File: config.mk
export PLATFORM = sky130hd
export DESIGN_NAME = sync_fifo_param
export DESIGN_NICKNAME = d
export VERILOG_FILES = /design/src/rtl/sync_fifo_param.sv
export SDC_FILE = /design/constraint.sdc
export NUM_CORES = 1
export LEC_CHECK = 0
export ABC_CLOCK_PERIOD_IN_PS = 3700
export CAP_MARGIN = 20
export CORE_ASPECT_RATIO = 0.9
export CORE_MARGIN = 2
export CORE_UTILIZATION = 56
export CTS_CLUSTER_SIZE = 24
export DETAILED_ROUTE_END_ITERATION = 7
export GPL_TIMING_DRIVEN = 0
export PLACE_DENSITY = 0.78
export SYNTH_ARGS = -nofsm -noshare
export SYNTH_HDL_FRONTEND = slang
export SYNTH_SLANG_ARGS = --single-unit
File: constraint.sdc
create_clock -name clk -period 3.7 [get_ports clk]
set_input_delay 0.74 -clock clk [delete_from_list [all_inputs] [get_ports clk]]
set_output_delay 0.74 -clock clk [all_outputs]
set_load 0.01 [all_outputs]
File: src/rtl/sync_fifo_param.sv
// rtl/sync_fifo_param.sv - parameterised single-clock FIFO with occupancy count, threshold flags and flush
// Optional sticky overflow/underflow flags with err_clr: define FIFO_ERR_FLAGS_EN
module sync_fifo_param #(
  parameter int WIDTH    = 8,
  parameter int DEPTH    = 8,
  parameter int AF_LEVEL = DEPTH - 1,
  parameter int AE_LEVEL = 1,
  localparam int CW      = $clog2(DEPTH + 1)
) (
  input  logic             clk,
  input  logic             rst,
  input  logic             flush,
  input  logic             wr,
  input  logic [WIDTH-1:0] wr_data,
  input  logic             rd,
  output logic [WIDTH-1:0] rd_data,
  output logic             rd_valid,
  output logic             full,
  output logic             empty,
  output logic             almost_full,
  output logic             almost_empty,
`ifdef FIFO_ERR_FLAGS_EN
  input  logic             err_clr,
  output logic             overflow,
  output logic             underflow,
`endif
  output logic [CW-1:0]    count
);

  // Pointers only need to address DEPTH entries; wrap is explicit so any DEPTH works.
  localparam int            PW       = $clog2(DEPTH);
  localparam logic [PW-1:0] LAST_IDX = PW'(DEPTH - 1);
  localparam logic [CW-1:0] DEPTH_C  = CW'(DEPTH);

  logic [WIDTH-1:0] mem [DEPTH];

  logic [PW-1:0]    wr_ptr_q, wr_ptr_d;
  logic [PW-1:0]    rd_ptr_q, rd_ptr_d;
  logic [CW-1:0]    count_q, count_d;
  logic [WIDTH-1:0] rd_data_q, rd_data_d;
  logic             rd_valid_q, rd_valid_d;

  logic             wr_acc;
  logic             rd_acc;

  function automatic logic [PW-1:0] ptr_inc(input logic [PW-1:0] p);
    return (p == LAST_IDX) ? '0 : p + 1'b1;
  endfunction

  // Requests are qualified by the flags of the current (pre-edge) count; flush swallows both.
  assign wr_acc = !flush && wr && !full;
  assign rd_acc = !flush && rd && !empty;

  // Next-state for pointers, occupancy and the registered read port.
  always_comb begin
    wr_ptr_d   = wr_ptr_q;
    rd_ptr_d   = rd_ptr_q;
    count_d    = count_q;
    rd_data_d  = rd_data_q;
    rd_valid_d = 1'b0;
    if (flush) begin
      wr_ptr_d = '0;
      rd_ptr_d = '0;
      count_d  = '0;
    end else begin
      if (wr_acc) begin
        wr_ptr_d = ptr_inc(wr_ptr_q);
      end
      if (rd_acc) begin
        rd_ptr_d   = ptr_inc(rd_ptr_q);
        rd_data_d  = mem[rd_ptr_q];
        rd_valid_d = 1'b1;
      end
      case ({wr_acc, rd_acc})
        2'b10:   count_d = count_q + 1'b1;
        2'b01:   count_d = count_q - 1'b1;
        default: count_d = count_q;
      endcase
    end
  end

  // State registers; reset clears everything except the storage array.
  always_ff @(posedge clk) begin
    if (rst) begin
      wr_ptr_q   <= '0;
      rd_ptr_q   <= '0;
      count_q    <= '0;
      rd_data_q  <= '0;
      rd_valid_q <= 1'b0;
    end else begin
      wr_ptr_q   <= wr_ptr_d;
      rd_ptr_q   <= rd_ptr_d;
      count_q    <= count_d;
      rd_data_q  <= rd_data_d;
      rd_valid_q <= rd_valid_d;
    end
  end

  // Storage write; a write is never visible to a read issued in the same cycle.
  always_ff @(posedge clk) begin
    if (!rst && wr_acc) begin
      mem[wr_ptr_q] <= wr_data;
    end
  end

  assign count        = count_q;
  assign rd_data      = rd_data_q;
  assign rd_valid     = rd_valid_q;
  assign full         = (count_q == DEPTH_C);
  assign empty        = (count_q == '0);
  assign almost_full  = (int'(count_q) >= AF_LEVEL);
  assign almost_empty = (int'(count_q) <= AE_LEVEL);

`ifdef FIFO_ERR_FLAGS_EN
  logic overflow_q, overflow_d;
  logic underflow_q, underflow_d;

  // Sticky error flags; err_clr beats a same-cycle set, flush leaves them alone.
  always_comb begin
    overflow_d  = overflow_q;
    underflow_d = underflow_q;
    if (err_clr) begin
      overflow_d  = 1'b0;
      underflow_d = 1'b0;
    end else begin
      if (wr && full) begin
        overflow_d = 1'b1;
      end
      if (rd && empty) begin
        underflow_d = 1'b1;
      end
    end
  end

  // Error flag registers.
  always_ff @(posedge clk) begin
    if (rst) begin
      overflow_q  <= 1'b0;
      underflow_q <= 1'b0;
    end else begin
      overflow_q  <= overflow_d;
      underflow_q <= underflow_d;
    end
  end

  assign overflow  = overflow_q;
  assign underflow = underflow_q;
`endif

endmodule

=== After elaboration in Yosys (flattened, before gate mapping) ===
Memory sizes are Yosys's and may differ from the RTL's. A register that Yosys moved wholly into a read port is not among the register bits.
Cells that the tools add are included.

* Register bits after elaboration: 11
* Memory bits (writable): 64
* Input bits: 13
* Memories kept: 1

* $add $sub $neg: 4
* Order comparisons: 2
* Equality and inequality tests: 5
* Mux-type cells: 6
* Bitwise logic cells: 1
* Reduce and logical (&&, ||, !) cells: 13

{| class="wikitable"
|+ Memory list
! memory !! words !! bits a word !! read ports !! clocked after memory_dff !! write ports !! line !! text
|-
| mem || 8 || 8 || 1 || 1 || 1 || 35 || <nowiki>logic [WIDTH-1:0] mem [DEPTH];</nowiki>
|}

{| class="wikitable"
|+ Operator list
! operator !! count
|-
| case mux 4 bit (2 select lines) || 1
|-
| adder 3 x 1 -> 3 bit, second input constant || 2
|-
| equality test 3 bit, second input constant || 2
|-
| two-way mux 3 bit || 2
|-
| logical AND 1 bit || 5
|-
| adder 4 x 1 -> 4 bit, second input constant || 1
|-
| equality test 4 bit, second input constant || 1
|-
| greater-or-equal comparator 4 x 3 -> 1 bit, second input constant || 1
|-
| <= comparator 4 x 1 -> 1 bit, second input constant || 1
|-
| logical NOT 1 bit || 4
|-
| logical NOT 4 bit || 1
|-
| subtractor 4 x 1 -> 4 bit, second input constant || 1
|-
| two-way mux 1 bit || 3
|-
| equality test 2 x 1 -> 1 bit, second input constant || 1
|-
| equality test 2 bit, second input constant || 1
|-
| AND reduction 2 bit || 1
|-
| nonzero test 2 bit || 1
|-
| OR reduction 2 bit || 1
|-
| NOT 1 bit || 1
|}

=== Logic depth before layout (Yosys ltp) ===
Gate-level depths: netlist of the first run.

* Depth in word-level cells: 6
* Mapped depth: 11
* Gate-level depth less buffers: 10

=== Worst setup path after synthesis of the first run ===
No wires, ideal clock.

* Path kind: reg2reg
* Start: register count_q[0], in the netlist count[0]
* End: register count_q[3], in the netlist count[3]
* Setup time: 0.128 ns
* Arrival time: 2.869 ns
* Path slack: 0.703 ns
* Cell stages (with the launch flop): 12
* Buffers on the path: 1
* Clock period less this slack: 2.997 ns
* Cells stage by stage: dfxtp_1 -> inv_1 -> ha_1 -> nor3b_1 -> or3b_2 -> clkbuf_1 -> inv_2 -> ha_1 -> or4b_2 -> a21oi_1 -> xnor2_1 -> nor2_1

* Longest elaborated chain between the ends: 5

{| class="wikitable"
|+ RTL lines
! what !! line !! text
|-
| from (decl) || 39 || <nowiki>logic [CW-1:0] count_q, count_d;</nowiki>
|-
| from (signal assigned) || 93 || <nowiki>count_q <= count_d;</nowiki>
|-
| logical NOT 4 bit (*) || 110 || <nowiki>assign empty = (count_q == '0);</nowiki>
|-
| via empty || 19 || <nowiki>output logic empty,</nowiki>
|-
| logical NOT 1 bit (*) || 52 || <nowiki>assign rd_acc = !flush && rd && !empty;</nowiki>
|-
| logical AND 1 bit (*) || 52 ||
|-
| via rd_acc || 44 || <nowiki>logic rd_acc;</nowiki>
|-
| equality test 2 x 1 -> 1 bit or equality test 2 bit (tied branches) || 74 || <nowiki>case ({wr_acc, rd_acc})</nowiki>
|-
| case mux 4 bit (2 select lines) or nonzero test 2 bit (tied branches) || n/a ||
|}

The timed path passes the listed nets; every way through them passes the cells marked *.
A chain may end at the register's enable or synchronous reset.

=== Worst setup path in the final report of the first run ===
* Start: register count_q[0], in the netlist count[0]
* End: register count_q[3], in the netlist count[3]

* Longest elaborated chain between the ends: 5

{| class="wikitable"
|+ RTL lines
! what !! line
|-
| logical NOT 4 bit (*) || 110
|-
| logical NOT 1 bit (*) || 52
|-
| logical AND 1 bit (*) || 52
|-
| via rd_acc || 44
|-
| equality test 2 x 1 -> 1 bit or equality test 2 bit (tied branches) || 74
|-
| case mux 4 bit (2 select lines) or nonzero test 2 bit (tied branches) || n/a
|}

Marked as above.

==> flow_summary_export.csv, run 1 <==
group,metric,value,unit
run_status,outcome,"finished, final reports clean",
run,maxCapViolCount,0,
synth,seq_area_frac_synth,0.6917,
power_and_ir_drop,vdd_drop_max,0.0003353,V
routing,ant_nets,0,
timing,drv_slew,0,
floorplanning,core_area,5725,sq um
final_layout,finalNetCount,277,
setup_path,cpLargestDelayFamily,"simple AND/OR/NAND/NOR gates",
timing,final.setup.tns,0,ns
power_and_ir_drop,p_per_area,441.8,nW/um^2
grt,antenna_found_initial,0,
routing,viasPerCell,5.873,
clocking,cts_made_buffers,9,
synth,synthFlopType,"edfxtp_1",
clocking,cts_sinks,83,
setup_path,r2r-start,"count[0]",
floorplanning,die-area,6577,sq um
setup_path,path_class,"flop to flop",
setup_path,max_stage_delay,0.60,ns
timing,slew_headroom,0.3391,
power_and_ir_drop,p_comb_frac,0.051,
floorplanning,fp-row-count,26,
clocking,clk_pin_slew,0.08,ns
routing,wl_per_cell,19.43,um
placement,place_area,3711,sq um
timing,holdWs,0.4908,ns
setup_path,reg2reg_to,"count[3]",
floorplanning,io_pins,30,
hold_path,holdPathStages,2,
power_and_ir_drop,p_int,1.362,mW
power_and_ir_drop,netSwitchingFraction,0.2085,
synth,ys_top_cells_by_area,"edfxtp_1 (58%), dfxtp_1 (11%), mux2i_1 (6.0%)",
setup_path,required,3.92,ns
setup_path,worstPathMaxFanout,10,
clocking,ctsLongestPathBuffers,2,
setup_path,endpoint_kind,"flop",
synth,yosysWarnings,0,
timing,setup_violations,0,
power_and_ir_drop,seq_power_share,0.590,
synth,syn_avg_cell_area,15.41,sq um
power_and_ir_drop,clkPwrFrac,0.359,
placement,dp_hpwl,4.075,mm
synth,synth_common_cells,"edfxtp_1 (64), nor2_1 (23), mux2i_1 (20)",
grt,overflow,0,
final_layout,utilization,0.6805,
clocking,postCtsSetupBuffers,0,
timing,tightest_slew,0.9878,ns
grt,grt_max_degree,15,
hold_path,hold_path.class,"flop to flop",
setup_path,start_kind,"flop",
clocking,insertion_delay,0.35,ns
floorplanning,die_x,85.26,um
routing,drt_iter0_drc,126,
setup_path,worstRegToRegCells,11,
hold_path,holdCritStartpoint,"rd_data[6]",
clocking,cts_hold_buffers,0,
routing,drc_errors,0,
timing,finalClockSkew,0.01108,ns
floorplanning,die_h,77.14,um
timing,fmax,0.2895,GHz
grt,grt_pass1_wl,10.14,mm
timing,post-route-period-util,0.9336,
final_layout,drive_above_1_share,0.1341,
timing,period_needed,3.454,ns
setup_path,cp_num_buf_inv,3,
synth,synth-seq-cells,83,
final_layout,antenna_cells,0,
setup_path,regToRegSetupSlack,0.25,ns
synth,syn-cell-area,3328,sq um
power_and_ir_drop,p_leak,1.280,nW
timing,rsz0062_at_grt,"no",
setup_path,cpMostUsedCell,"ha_1",
clocking,cts_root_buf,"clkbuf_8",
routing,drt-pass1-iter-count,5,
final_layout,area_growth,17.07,%
synth,syn-num-nets,237,
placement,gp_congestion,0.7319,
synth,syn_inst,216,
synth,yosysTopAreaCell,"edfxtp_1",
setup_path,path_cells,"inv_1, ha_1, nor3b_1, or3b_2, clkbuf_1, inv_2, ha_1, or4b_2, a21oi_1, xnor2_1, nor2_1",
timing,hold_viol_final,0,
power_and_ir_drop,total_power,1.721,mW
synth,post-synth-top-count-cell,"edfxtp_1",
setup_path,slowest_stage,"or4b_2",
grt,first_global_vias,1895,
synth,synth_top_area_share,0.5774,
clocking,cts_resized,0,
grt,grt_use_total,0.2134,
routing,vias,1944,
synth,synth_edf_count,64,
hold_path,worstHoldEndpoint,"rd_data[6]",
floorplanning,start_util,0.5813,
synth,yosysUniqueCellTypes,34,
synth,async_flop_share,0,
routing,drt-total-wl,6.432,mm
power_and_ir_drop,switchingPower,0.3589,mW
final_layout,stdcell_area,3896,sq um
setup_path,critical_path_arrival,3.67,ns
placement,port_buffers,29,
clocking,cts_tree,"yes",
clocking,htree_num_levels,3,
worst max-delay path by stage:
stage                         from         to  slack [ns]  depth (start not counted)
after floorplan           count[0]   count[3]        0.70                         11
after global placement       flush  mem[0][3]        0.02                          5
after detailed placement     flush   count[3]        0.03                          9
after CTS                 count[0]   count[3]        0.28                         11
after global routing      count[0]   count[3]        0.02                         11
final                     count[0]   count[3]        0.25                         11
layout make-up:
cell class / instances / area, sq um
Tap cell: 70 / 87.58
Timing Repair Buffer: 29 / 290.3
Fill cell: 406 / 1829
Inverter: 4 / 15.01
Clock inverter: 5 / 53.80
Multi-Input combinational cell: 118 / 963.4
Sequential cell: 83 / 2302
Clock buffer: 11 / 131.4
Buffer: 11 / 52.55
tightest hold or removal path, stage by stage (launching register included):
cell and delay [ns]:
dfxtp_1 0.31, nor2_1 0.09, nor3_1 0.04
cells by family (layout without fill, tap and decap cells):
group | Yosys count | count (layout) | synth area share
AOI/OAI and AO/OA | 24 | 24 | 0.04699
DFF | 83 | 83 | 0.6917
xor gates and xnor gates | 3 | 3 | 0.007896
muxes | 28 | 28 | 0.1143
adders and majority gates | 8 | 8 | 0.03008
buffers and inverters | 15 | 60 | 0.02030
and+or+nand+nor | 55 | 55 | 0.08872
cells in the final DEF, fill, tap and decap left out, drive strengths merged, types with 3 or more instances in the layout:
cell           netlist  final
edfxtp              64     64
clkdlybuf4s50        0     29
nor2                23     23
mux2i               20     20
dfxtp               19     19
clkbuf               5     16
nor3                12     12
a211oi               9      9
mux4                 8      8
o22ai                8      8
ha                   8      8
buf                  6      6
a21oi                5      5
inv                  4      5
nand2b               4      4
or3                  4      4
nand2                3      3
or3b                 3      3
per-stage QoR:
stage | cells | worst slack [ns]
after floorplan | 216 | 0.7028
final | 331 | 0.2456
after global routing | 331 | 0.02398
after global placement | 315 | 0.02334
after detailed placement | 315 | 0.02791
after CTS | 331 | 0.2754
per-layer routing:
layer / GRT usage / vias to the layer above / routed length [um]
li1: - / 903 / -
met1: 0.2826 / 944 / 2689
met2: 0.3313 / 83 / 3066
met3: 0.07643 / 14 / 557
met4: 0.06984 / 0 / 117
met5: 0 / - / 0
power by group through the flow:
stage | clock network, mW | logic, mW | registers [mW]
after floorplan | 0 | 0.0407 | 1.04
after global placement | 0 | 0.0854 | 1.04
after global routing | 0.665 | 0.0967 | 1.02
after CTS | 0.625 | 0.0879 | 1.01
after detailed placement | 0 | 0.0874 | 1.04
final | 0.619 | 0.0876 | 1.01
flip-flops by register name (all words and copies together), names as in the netlist:
signal	flops
wr_ptr_q	3
mem	64
count	4
rd_ptr_q	3
rd_data	8
rd_valid	1
Power figures use the tool's default switching activity.
==> inputs of run 2 (changes only) <==
- RECOVER_POWER: not set -> 25
- SLEW_MARGIN: not set -> 15
==> flow_summary_export.csv, run 2 (synthesized netlist as in run 1, its figures left out) <==
group,metric,value,unit
floorplanning,die_h,77.14,um
power_and_ir_drop,vdd_drop_max,0.0003356,V
run,maxCapViolCount,0,
clocking,clk_pin_slew,0.08,ns
clocking,htree_num_levels,3,
final_layout,drive_above_1_share,0.1374,
routing,ant_nets,0,
clocking,postCtsSetupBuffers,0,
timing,drv_slew,0,
floorplanning,start_util,0.5813,
timing,hold_viol_final,0,
setup_path,critical_path_arrival,3.67,ns
grt,antenna_found_initial,0,
floorplanning,fp-row-count,26,
power_and_ir_drop,total_power,1.723,mW
final_layout,final_common_cell,"edfxtp_1",
grt,grt_use_total,0.2172,
final_layout,finalNetCount,278,
routing,drt-total-wl,6.543,mm
final_layout,stdcell_area,3904,sq um
hold_path,hold_path.class,"flop to flop",
placement,gp_congestion,0.7319,
final_layout,regArea,2302,sq um
timing,final.setup.tns,0,ns
timing,holdWs,0.4906,ns
timing,finalClockSkew,0.009347,ns
power_and_ir_drop,p_leak,1.286,nW
timing,slew_headroom,0.3780,
routing,vias,1954,
floorplanning,die_x,85.26,um
final_layout,largest_reg_flops,64,
routing,viasPerCell,5.886,
setup_path,regToRegSetupSlack,0.26,ns
grt,grt_max_degree,14,
final_layout,multi_input_area,963.4,sq um
final_layout,layout_common_cells,"edfxtp_1 (64), nor2_1 (23), clkdlybuf4s50_1 (23)",
grt,overflow,0,
timing,fmax,0.2904,GHz
run_status,outcome,"finished, final reports clean",
placement,dp_hpwl,4.114,mm
grt,first_global_vias,1893,
timing,rsz0062_at_grt,"no",
setup_path,worstPathMaxFanout,10,
clocking,insertion_delay,0.35,ns
final_layout,area_growth,17.29,%
final_layout,fill_cells,412,
clocking,cts_resized,0,
setup_path,endpoint_kind,"flop",
power_and_ir_drop,p_per_area,441.4,nW/um^2
placement,place_area,3719,sq um
setup_path,path_class,"flop to flop",
clocking,cts_tree,"yes",
routing,drt-pass1-iter-count,4,
clocking,cts_root_buf,"clkbuf_8",
clocking,cts_made_buffers,9,
setup_path,r2r-start,"count[0]",
setup_path,start_kind,"flop",
final_layout,antenna_cells,0,
clocking,cts_hold_buffers,0,
floorplanning,die-area,6577,sq um
hold_path,holdCritStartpoint,"rd_data[2]",
routing,drt_iter0_drc,140,
timing,period_needed,3.444,ns
floorplanning,io_pins,30,
clocking,ctsLongestPathBuffers,2,
final_layout,largest-register,"mem",
setup_path,worstRegToRegCells,11,
timing,setup_violations,0,
routing,drc_errors,0,
hold_path,holdPathStages,2,
floorplanning,core_area,5725,sq um
routing,wl_per_cell,19.71,um
clocking,cts_sinks,83,
hold_path,worstHoldEndpoint,"rd_data[2]",
timing,post-route-period-util,0.9308,
setup_path,required,3.93,ns
setup_path,reg2reg_to,"count[3]",
grt,grt_pass1_wl,10.29,mm
placement,port_buffers,29,
timing,tightest_slew,0.9296,ns
final_layout,utilization,0.6818,
run 2: changes by cell type in the layout (fill, tap and decap cells not counted):
cell	change
clkinv_1	-1
clkbuf_1	+1
buf_4	+1
dlygate4sd3_1	+6
clkdlybuf4s50_1	-6
run 2: stage by stage:
stage | instances | setup slack (ns)
6_report | 332 | 0.2562
5_1_grt | 332 | 0.005494
4_1_cts | 332 | 0.2870
3_5_place_dp | 316 | 0.03816
3_3_place_gp | 315 | 0.02334
2_1_floorplan | 216 | 0.7028
run 2: worst max path at each step:
stage / start / to / slack, ns
after CTS: count[0] / count[3] / 0.29
after detailed placement: flush / count[3] / 0.04
after global routing: count[0] / count[3] / 0.005
final: count[0] / count[3] / 0.26
after global placement: flush / mem[0][3] / 0.02
after floorplan: count[0] / count[3] / 0.70
run 2: critical path, cell delays in order, from the launching register on:
cell      delay [ns]
dfxtp_1         0.47
inv_1           0.07
ha_1            0.24
nor3b_1         0.16
or3b_2          0.44
clkbuf_1        0.30
inv_2           0.31
ha_1            0.30
or4b_2          0.60
a21oi_1         0.22
xnor2_1         0.14
nor2_1          0.05
run 2: area by class of cell:
class                      instances  share of cell area
buffer                            11             0.01346
clock inverter                     4             0.01282
multi-input combinational        118              0.2468
clock buffer                      12             0.03462
tap                               70             0.02244
sequential                        83              0.5897
inverter                           4            0.003846
timing repair buffer              30             0.07628
run 2: report_power, final:
part	switching (mW)	internal, mW	total [mW]
registers	0.00537	1.01	1.01
logic	0.0454	0.0416	0.0869
clock network	0.308	0.313	0.621
total	0.359	1.36	1.72
run 2: routing by layer:
metal	vias up	track usage	wire length, um
li1	903	-	-
met1	965	0.2931	2811
met2	76	0.3438	3196
met3	10	0.06674	455
met4	0	0.06190	80
met5	-	0	0
==> inputs of run 3 (changes only) <==
- CELL_PAD_IN_SITES_DETAIL_PLACEMENT: not set -> 0
- CELL_PAD_IN_SITES_GLOBAL_PLACEMENT: not set -> 1
- CORE_UTILIZATION: 56 -> 48
- CTS_CLUSTER_DIAMETER: not set -> 200
- GPL_TIMING_DRIVEN: 0 -> not set
- PLACE_DENSITY: 0.78 -> not set
- PLACE_DENSITY_LB_ADDON: not set -> 0.1
==> flow_summary_export.csv, run 3 (synthesized netlist as in run 1, its figures left out) <==
group,metric,value,unit
floorplanning,fp-row-count,28,
timing,finalClockSkew,0.009027,ns
setup_path,endpoint_kind,"flop",
routing,drt-pass1-iter-count,4,
clocking,ctsLongestPathBuffers,2,
setup_path,path_cells,"inv_1, ha_1, nor3b_1, or3b_2, inv_2, ha_1, or4b_2, a21oi_1, xnor2_1, nor2_1",
clocking,insertion_delay,0.34,ns
setup_path,slowest_stage,"or4b_2",
placement,gp_congestion,0.8018,
timing,final.setup.tns,0,ns
floorplanning,die_h,83.00,um
floorplanning,io_pins,30,
final_layout,utilization,0.5906,
grt,grt_max_degree,27,
routing,drc_errors,0,
final_layout,antenna_cells,0,
grt,antenna_found_initial,0,
timing,fmax,0.3219,GHz
run,maxCapViolCount,0,
clocking,cts_sinks,83,
final_layout,finalNetCount,275,
final_layout,area_growth,18.12,%
power_and_ir_drop,p_leak,1.295,nW
routing,vias,1907,
setup_path,start_kind,"flop",
floorplanning,die_x,91.78,um
routing,drt_iter0_drc,79,
final_layout,layout_common_cells,"edfxtp_1 (64), nor2_1 (23), clkdlybuf4s50_1 (23)",
timing,holdWs,0.5074,ns
final_layout,largest_reg_flops,64,
placement,dp_hpwl,4.566,mm
floorplanning,die-area,7617,sq um
grt,grt_pass1_wl,10.30,mm
routing,drt-total-wl,6.492,mm
floorplanning,core_area,6656,sq um
clocking,postCtsSetupBuffers,0,
power_and_ir_drop,p_per_area,433.0,nW/um^2
setup_path,path_class,"flop to flop",
placement,place_area,3746,sq um
setup_path,cpLargestDelayFamily,"simple AND/OR/NAND/NOR gates",
timing,period_needed,3.107,ns
clocking,cts_hold_buffers,0,
final_layout,stdcell_area,3931,sq um
placement,port_buffers,29,
grt,overflow,0,
grt,grt_use_total,0.1826,
timing,slew_headroom,0.4859,
timing,tightest_slew,0.7701,ns
clocking,cts_resized,0,
timing,drv_slew,0,
routing,wl_per_cell,18.60,um
routing,viasPerCell,5.464,
setup_path,max_stage_delay,0.60,ns
clocking,cts_tree,"yes",
run_status,outcome,"finished, final reports clean",
timing,setup_violations,0,
clocking,cts_made_buffers,9,
final_layout,largest-register,"mem",
routing,ant_nets,0,
hold_path,hold_path.class,"flop to flop",
clocking,htree_num_levels,3,
setup_path,cp_num_buf_inv,2,
setup_path,cpMostUsedCell,"ha_1",
timing,post-route-period-util,0.8396,
timing,rsz0062_at_grt,"no",
setup_path,required,3.93,ns
setup_path,regToRegSetupSlack,0.59,ns
clocking,cts_root_buf,"clkbuf_8",
timing,hold_viol_final,0,
grt,first_global_vias,1847,
clocking,clk_pin_slew,0.08,ns
final_layout,drive_above_1_share,0.1506,
final_layout,final_common_cell,"edfxtp_1",
power_and_ir_drop,total_power,1.702,mW
setup_path,worstPathMaxFanout,10,
setup_path,critical_path_arrival,3.34,ns
floorplanning,start_util,0.5000,
power_and_ir_drop,vdd_drop_max,0.0002942,V
-- run 3: metal layers --
layer | track usage | part of all wire | routed length [um] | vias up
met5 | 0 | 0 | 0 | -
li1 | - | - | - | 906
met4 | 0.05699 | 0.0071 | 46 | 0
met2 | 0.2787 | 0.49 | 3162 | 50
met3 | 0.04083 | 0.037 | 237 | 6
met1 | 0.2638 | 0.47 | 3045 | 945
-- run 3: tightest hold or removal path: cells and delay by family (launching register included) --
family	cells	cell delay, ns
DFF	1	0.32
and+or+nand+nor	2	0.15
-- run 3: where the power goes --
| part | switching [mW] | internal [mW] | leakage (nW) |
|---|---|---|---|
| registers | 0.00700 | 1.01 | 0.730 |
| logic | 0.0440 | 0.0398 | 0.476 |
| clock network | 0.293 | 0.309 | 0.0886 |
-- run 3: area by class of cell --
type                       count  area (sq um)
inverter                       4         15.01
timing repair buffer          38         357.8
fill                         553          2725
clock inverter                 5         53.80
tap                           90         112.6
sequential                    83          2302
clock buffer                  11         131.4
multi-input combinational    118         958.4
-- run 3: path summary, 6_finish.rpt --
kind              cells past startpoint          to       start
setup / recovery                     10    count[3]    count[0]
hold / removal                        2  rd_data[1]  rd_data[1]
setup reg to reg                     10    count[3]    count[0]
hold reg to reg                       2  rd_data[1]  rd_data[1]
-- run 3: per-stage QoR --
| stage | cells | worst slack (ns) |
|---|---|---|
| after floorplan | 216 | 0.7028 |
| after global placement | 333 | 0.3941 |
| after detailed placement | 333 | 0.3333 |
| after CTS | 349 | 0.6102 |
| after global routing | 349 | 0.4119 |
| final | 349 | 0.5935 |
